===== src/rtl/echo_delay_ctrl_if.sv =====
// ---------------------------------------------------------------------------
// echo_delay_ctrl_if
// Command/status bundle between the echo delay controller and the delay FIFO.
//   fifo_wr    : controller -> FIFO, one-cycle write enable
//   fifo_rd    : controller -> FIFO, one-cycle read enable
//   fifo_sclr  : controller -> FIFO, synchronous clear
//   fifo_full  : FIFO -> controller, full flag
//   fifo_empty : FIFO -> controller, empty flag
// master = controller side, slave = FIFO side.
// ---------------------------------------------------------------------------
interface echo_delay_ctrl_if;
  logic fifo_wr;
  logic fifo_rd;
  logic fifo_sclr;
  logic fifo_full;
  logic fifo_empty;

  modport master (
    output fifo_wr,
    output fifo_rd,
    output fifo_sclr,
    input  fifo_full,
    input  fifo_empty
  );

  modport slave (
    input  fifo_wr,
    input  fifo_rd,
    input  fifo_sclr,
    output fifo_full,
    output fifo_empty
  );
endinterface


===== src/rtl/echo_delay_ctrl.sv =====
// ---------------------------------------------------------------------------
// echo_delay_ctrl
// Sequencing controller for the echo delay-line FIFO. Converts the ADC
// sample-valid level into FIFO write/read/clear commands so that the FIFO
// holds exactly D = (delay_sel+1) << STEP_LOG2 samples, and gates the echo
// feedback term until the delay line is primed.
// Ports:
//   sysclk     : system clock, rising edge
//   rst_n      : asynchronous active-low reset
//   data_valid : ADC sample-valid level, asynchronous to sysclk
//   enable     : echo on/off request
//   delay_sel  : delay select (3 bits)
//   fifo       : FIFO command/status bundle (master side)
//   echo_gate  : 1 = datapath applies the delayed sample
//   fill_level : words written and not yet read (DEPTH_LOG2+1 bits)
//   err        : sticky overflow/underflow protocol error
// ---------------------------------------------------------------------------
module echo_delay_ctrl #(
  parameter int DEPTH_LOG2 = 13,
  parameter int STEP_LOG2  = 10
) (
  input  logic                  sysclk,
  input  logic                  rst_n,
  input  logic                  data_valid,
  input  logic                  enable,
  input  logic [2:0]            delay_sel,
  echo_delay_ctrl_if.master     fifo,
  output logic                  echo_gate,
  output logic [DEPTH_LOG2:0]   fill_level,
  output logic                  err
);

  localparam int LW = DEPTH_LOG2 + 1;

  typedef enum logic [2:0] {
    ST_CLEAR = 3'd0,
    ST_IDLE  = 3'd1,
    ST_FILL  = 3'd2,
    ST_RUN   = 3'd3,
    ST_FLUSH = 3'd4
  } state_e;

  state_e          state_q, state_d;
  logic [2:0]      sel_q, sel_d;
  logic            sync1_q, sync2_q, sync3_q;
  logic [LW-1:0]   fill_q, fill_d;
  logic            wr_q, wr_d;
  logic            rd_q, rd_d;
  logic            sclr_q, sclr_d;
  logic            gate_q, gate_d;
  logic            err_q, err_d;

  logic            strb_s;
  logic            flush_s;
  logic [LW-1:0]   sel_ext_s;
  logic [LW-1:0]   target_s;
  logic [LW-1:0]   fill_inc_s;

  // Two-flop synchronizer for data_valid plus one history flop for edge detect
  always_ff @(posedge sysclk or negedge rst_n) begin
    if (!rst_n) begin
      sync1_q <= 1'b0;
      sync2_q <= 1'b0;
      sync3_q <= 1'b0;
    end else begin
      sync1_q <= data_valid;
      sync2_q <= sync1_q;
      sync3_q <= sync2_q;
    end
  end

  assign strb_s     = sync2_q & ~sync3_q;
  // Mode change: echo switched off or a different delay requested
  assign flush_s    = ~enable | (delay_sel != sel_q);
  assign sel_ext_s  = LW'({1'b0, sel_q}) + LW'(4'd1);
  assign target_s   = sel_ext_s << STEP_LOG2;
  assign fill_inc_s = fill_q + LW'(1'b1);

  // State and registered-output flops
  always_ff @(posedge sysclk or negedge rst_n) begin
    if (!rst_n) begin
      state_q <= ST_CLEAR;
      sel_q   <= 3'd0;
      fill_q  <= '0;
      wr_q    <= 1'b0;
      rd_q    <= 1'b0;
      sclr_q  <= 1'b1;
      gate_q  <= 1'b0;
      err_q   <= 1'b0;
    end else begin
      state_q <= state_d;
      sel_q   <= sel_d;
      fill_q  <= fill_d;
      wr_q    <= wr_d;
      rd_q    <= rd_d;
      sclr_q  <= sclr_d;
      gate_q  <= gate_d;
      err_q   <= err_d;
    end
  end

  // Next-state logic; the mode-change condition outranks a sample strobe
  always_comb begin
    state_d = state_q;
    sel_d   = sel_q;
    case (state_q)
      ST_CLEAR: state_d = ST_IDLE;
      ST_IDLE: begin
        if (enable) begin
          sel_d   = delay_sel;
          state_d = ST_FILL;
        end else begin
          state_d = ST_IDLE;
        end
      end
      ST_FILL: begin
        if (flush_s) begin
          state_d = ST_FLUSH;
        end else if (strb_s && (fill_inc_s == target_s)) begin
          state_d = ST_RUN;
        end else begin
          state_d = ST_FILL;
        end
      end
      ST_RUN: begin
        if (flush_s) begin
          state_d = ST_FLUSH;
        end else begin
          state_d = ST_RUN;
        end
      end
      ST_FLUSH: state_d = ST_IDLE;
      default:  state_d = ST_CLEAR;
    endcase
  end

  // Output next-values; each output registers one cycle after its cause
  always_comb begin
    wr_d   = 1'b0;
    rd_d   = 1'b0;
    sclr_d = 1'b0;
    gate_d = 1'b0;
    fill_d = fill_q;
    case (state_q)
      ST_CLEAR: begin
        // keeps sclr high for one cycle after reset release
        sclr_d = 1'b1;
        fill_d = '0;
      end
      ST_IDLE: fill_d = '0;
      ST_FILL: begin
        if (flush_s) begin
          sclr_d = 1'b1;
          fill_d = '0;
        end else if (strb_s) begin
          wr_d   = 1'b1;
          fill_d = fill_inc_s;
        end else begin
          fill_d = fill_q;
        end
      end
      ST_RUN: begin
        if (flush_s) begin
          sclr_d = 1'b1;
          fill_d = '0;
        end else begin
          // gate rises one cycle after the final fill write
          gate_d = 1'b1;
          if (strb_s) begin
            wr_d = 1'b1;
            rd_d = 1'b1;
          end else begin
            wr_d = 1'b0;
            rd_d = 1'b0;
          end
        end
      end
      ST_FLUSH: fill_d = '0;
      default: begin
        sclr_d = 1'b1;
        fill_d = '0;
      end
    endcase
  end

  // Sticky protocol error, judged on the command the FIFO is currently seeing
  always_comb begin
    if ((state_q != ST_IDLE) && (state_d == ST_IDLE)) begin
      err_d = 1'b0;
    end else begin
      err_d = err_q
            | (wr_q & fifo.fifo_full & ~rd_q)
            | (rd_q & fifo.fifo_empty);
    end
  end

  assign fifo.fifo_wr   = wr_q;
  assign fifo.fifo_rd   = rd_q;
  assign fifo.fifo_sclr = sclr_q;
  assign echo_gate      = gate_q;
  assign fill_level     = fill_q;
  assign err            = err_q;

endmodule


===== src/flat_wrapper.sv =====
// flat-port wrapper written by rule: the top's interface ports become plain ports
module echo_delay_ctrl_flat 
#(
  parameter int DEPTH_LOG2 = 13,
  parameter int STEP_LOG2  = 10
)
  (sysclk, rst_n, data_valid, enable, delay_sel, echo_gate, fill_level, err, fifo_fifo_wr, fifo_fifo_rd, fifo_fifo_sclr, fifo_fifo_full, fifo_fifo_empty);
  echo_delay_ctrl_if fifo_i ();
  input  logic sysclk;
  input  logic rst_n;
  input  logic data_valid;
  input  logic enable;
  input  logic [2:0] delay_sel;
  output logic echo_gate;
  output logic [DEPTH_LOG2:0] fill_level;
  output logic err;
  output wire logic [$bits(fifo_i.fifo_wr)-1:0] fifo_fifo_wr;
  output wire logic [$bits(fifo_i.fifo_rd)-1:0] fifo_fifo_rd;
  output wire logic [$bits(fifo_i.fifo_sclr)-1:0] fifo_fifo_sclr;
  input wire logic [$bits(fifo_i.fifo_full)-1:0] fifo_fifo_full;
  input wire logic [$bits(fifo_i.fifo_empty)-1:0] fifo_fifo_empty;
  assign fifo_fifo_wr = fifo_i.fifo_wr;
  assign fifo_fifo_rd = fifo_i.fifo_rd;
  assign fifo_fifo_sclr = fifo_i.fifo_sclr;
  assign fifo_i.fifo_full = fifo_fifo_full;
  assign fifo_i.fifo_empty = fifo_fifo_empty;
  echo_delay_ctrl #(.DEPTH_LOG2(DEPTH_LOG2), .STEP_LOG2(STEP_LOG2)) u_core (.sysclk(sysclk), .rst_n(rst_n), .data_valid(data_valid), .enable(enable), .delay_sel(delay_sel), .fifo(fifo_i), .echo_gate(echo_gate), .fill_level(fill_level), .err(err));
endmodule

===== config.mk =====
export PLATFORM = sky130hd
export DESIGN_NAME = echo_delay_ctrl_flat
export DESIGN_NICKNAME = d
export VERILOG_FILES = /design/src/rtl/echo_delay_ctrl_if.sv /design/src/rtl/echo_delay_ctrl.sv /design/src/flat_wrapper.sv
export SDC_FILE = /design/constraint.sdc
export NUM_CORES = 1
export LEC_CHECK = 0
export ABC_AREA = 1
export BUFFER_PORTS_ARGS = -buffer_cell sky130_fd_sc_hd__buf_2
export CAP_MARGIN = 15
export CORE_ASPECT_RATIO = 1.5
export CORE_MARGIN = 5
export CORE_UTILIZATION = 56
export CTS_CLUSTER_SIZE = 14
export DETAILED_ROUTE_END_ITERATION = 12
export GPL_TIMING_DRIVEN = 0
export PLACE_DENSITY = 0.79
export SYNTH_ARGS = -nofsm -noshare
export SYNTH_HDL_FRONTEND = slang
export SYNTH_SLANG_ARGS = --single-unit

===== constraint.sdc =====
create_clock -name sysclk -period 1.7 [get_ports sysclk]
set_input_delay 0.34 -clock sysclk [delete_from_list [all_inputs] [get_ports sysclk]]
set_output_delay 0.34 -clock sysclk [all_outputs]
set_load 0.01 [all_outputs]

==> results.md <==
* Final min period at 1.56 ns
* Post-synthesis sequential area ratio at 41.4%
* First-pass GRT wire length at 6260 um
* Via count at 1439
* TritonRoute pass-1 iters at 4
* Post-synth top flop: dfrtp_1
* Status: completed
* Initial antenna violation count at 0
* Final count of hold timing violations at 0
* Max Slew Vio Count at 0
* # fillers at 246
* Worst hold path class: primary input to asynchronous set/reset pin
* Inst Count DP at 273
* Worst skew pair latency at 0.28 ns
* Num ports at 28
* Critical path class: register to register
* Worst-path clk slew at 0.10 ns
* Number of synthesized register bits at 28
* Post-Synthesis Cells at 207
* Placement row count at 24
* Crit path required time at 1.92 ns
* Worst relative slew slack at 59.3%
* CTS sink count at 28
* Peak VDD IR at 0.000770 V
* Worst-path fanout max at 5
* Clock skew at 0.00678 ns
* Max clock buf depth at 2
* Die Wd at 54.9 um
* Origin of the worst setup path: u_core.fill_level[0]
* Max H-tree Level at 1
* Max FFs per register at 14
* Placer Congestion at 0.892
* Via density at 5.07
* Unrepaired setup endpoints after global routing: true
* Post-Syn Area at 1700 sq um
* Cell taking the most area after synthesis: dfrtp_1
* CP endpoint kind: register
* Area of the die at 4250 sq um
* Worst-Margin Slew at 0.611 ns
* Async SR Flop Fraction at 100%
* Avg Inst Size Synth at 8.20 sq um
* Routed WL per cell at 12.8 um
* Synth unique cells at 29
* Worst Setup Start Kind: register
* Post-Route WL at 3640 um
* Period Utilization, post-route at 92.1%
* Total core area at 2910 sq um
* Final setup violation count at 0
* Share of cells above drive strength 1 at 32.7%
* Placed Area at 1880 sq um
* Reg-to-reg slack, setup at 0.14 ns
* Switch Pwr at 0.629 mW
* Critical Path Sink: u_core.state_q[0]
* Detailed Route Iter0 Violations at 35
* Gr usage total at 19.4%
* Post-route ant nets at 0
* Post-synth net total at 219
* Post-synth EDFFs at 0
* Static Leak at 0.968 nW
* Clk network pwr share at 28.1%
* Pint at 1.28 mW
* Switch share at 33.0%
* Yosys warns at 0
* Reg-to-reg startpoint: u_core.fill_level[0]
* Max-cap viol count at 0
* # DRC at 0
* Nets@finish at 258
* Area grow syn2layout at 21.2%
* Die height at 77.4 um
* # port buffers at 27
* Worst hold slack at 0.0533 ns
* Antenna cells at 0
* Most numerous cell in the Yosys netlist: nand2_1
* Post-synth top area share at 39.8%
* Non-Filler Instances at 284
* Flop pwr share at 44.1%
* FF-to-FF path depth at 10
* Grt ovf at 0
* Initial Utilization at 58.2%
* CTS Buf Count at 3
* CTS tree: done
* Maximum clock rate at 0.639 GHz
* Combinational share of power at 27.8%
* CP arrival at 1.79 ns
* Clock root buffer: clkbuf_8
* P per Cell Area at 928 nW/um^2
* Commonest cells in the netlist: nand2_1, inv_1, dfrtp_1, nor2_1, nand3_1
* Vias in the first global route at 1456
* Reg-to-Reg End: u_core.state_q[0]
* Final Instance Area at 2060 sq um
* Synth top area cells: dfrtp_1, nand2_1, inv_1
* Largest net degree at the start of global routing at 29
* Hpwl dp at 2700 um
layout by cell type (no fill, tap or decap), types with 3 or more instances in the layout:
| cell | n |
|---|---|
| a21oi_1 | 3 |
| buf_2 | 27 |
| buf_4 | 7 |
| clkbuf_8 | 3 |
| dfrtp_1 | 24 |
| dfrtp_2 | 3 |
| inv_1 | 33 |
| inv_2 | 4 |
| nand2_1 | 54 |
| nand2_2 | 4 |
| nand3_1 | 11 |
| nand4_1 | 5 |
| nor2_1 | 16 |
| nor2_2 | 3 |
| nor2_4 | 5 |
| nor3_1 | 3 |
| o21ai_0 | 5 |
| o22ai_1 | 3 |
| o22ai_2 | 10 |
logic make-up (layout without fill, tap and decap cells):
| logic type | after synthesis | count (layout) | share of synthesized area, % |
|---|---|---|---|
| AOI/OAI and AO/OA | 24 | 24 | 12.8 |
| xor gates and xnor gates | 4 | 4 | 2.07 |
| adders and majority gates | 3 | 3 | 2.21 |
| buffers and inverters | 40 | 78 | 9.73 |
| DFF | 28 | 28 | 41.4 |
| muxes | 1 | 1 | 1.33 |
| and+or+nand+nor | 107 | 107 | 30.5 |
final cells by class:
type                       count  area, sq um  share of cell area (%)
inverter                      38          143                    6.94
clock inverter                 1         30.0                    1.46
sequential                    28          706                    34.3
multi-input combinational    139          877                    42.7
tap                           39         48.8                    2.37
timing repair buffer          34          188                    9.13
buffer                         2         22.5                    1.10
clock buffer                   3         41.3                    2.01
worst max-delay path: stages, from the launching register on:
cell and delay (ns):
dfrtp_2 0.41, buf_4 0.15, ha_1 0.16, nand4_1 0.11
nor2_1 0.13, nand3_1 0.14, nor2_2 0.11, nand3_1 0.08
nor2_1 0.10, nand2_1 0.06, nand2_1 0.05
repair_timing:
item                       in CTS  in global routing
buffers inserted                4                  3
gates cloned                    0                  0
hold buffers                    0                  0
setup endpoints to repair       1                 11
resized for setup               1                 13
pin swaps                       0                  2
metrics by stage:
| step | power (mW) | worst slack, ns | utilization [%] | TNS (ns) |
|---|---|---|---|---|
| 2_1_floorplan | 1.21 | 0.0953 | - | 0 |
| 3_3_place_gp | 1.33 | -0.0544 | 64.6 | -0.0544 |
| 3_5_place_dp | 1.35 | -0.0736 | 64.6 | -0.0736 |
| 4_1_cts | 1.89 | 0.0793 | 68.1 | 0 |
| 5_1_grt | 2.05 | -0.0405 | 70.6 | -0.0405 |
| 6_report | 1.91 | 0.135 | 70.6 | 0 |
routing by layer:
layer	routed length [um]	GRT usage, %	vias to the layer above
li1	-	-	734
met1	1410	23.4	666
met2	2030	33.8	33
met3	170	2.87	6
met4	36	6.57	0
met5	0	0	-
power groups by stage:
stage	Sequential, mW	Combinational (mW)	Clock (mW)
floorplan	0.847	0.367	0
global placement	0.854	0.479	0
detailed placement	0.857	0.492	0
CTS	0.843	0.500	0.542
global route	0.858	0.620	0.570
finish	0.842	0.530	0.535
how the worst min path moves through the flow:
stage | from | end | slack, ns
6_report | rst_n | u_core.sync1_q | 0.05
5_1_grt | rst_n | u_core.sync2_q | 0.11
4_1_cts | rst_n | u_core.sync1_q | 0.08
3_5_place_dp | u_core.sync1_q | u_core.sync2_q | 0.35
3_3_place_gp | u_core.sync1_q | u_core.sync2_q | 0.33
2_1_floorplan | rst_n | u_core.echo_gate | 0.04
(Power assumes the default switching activity.)
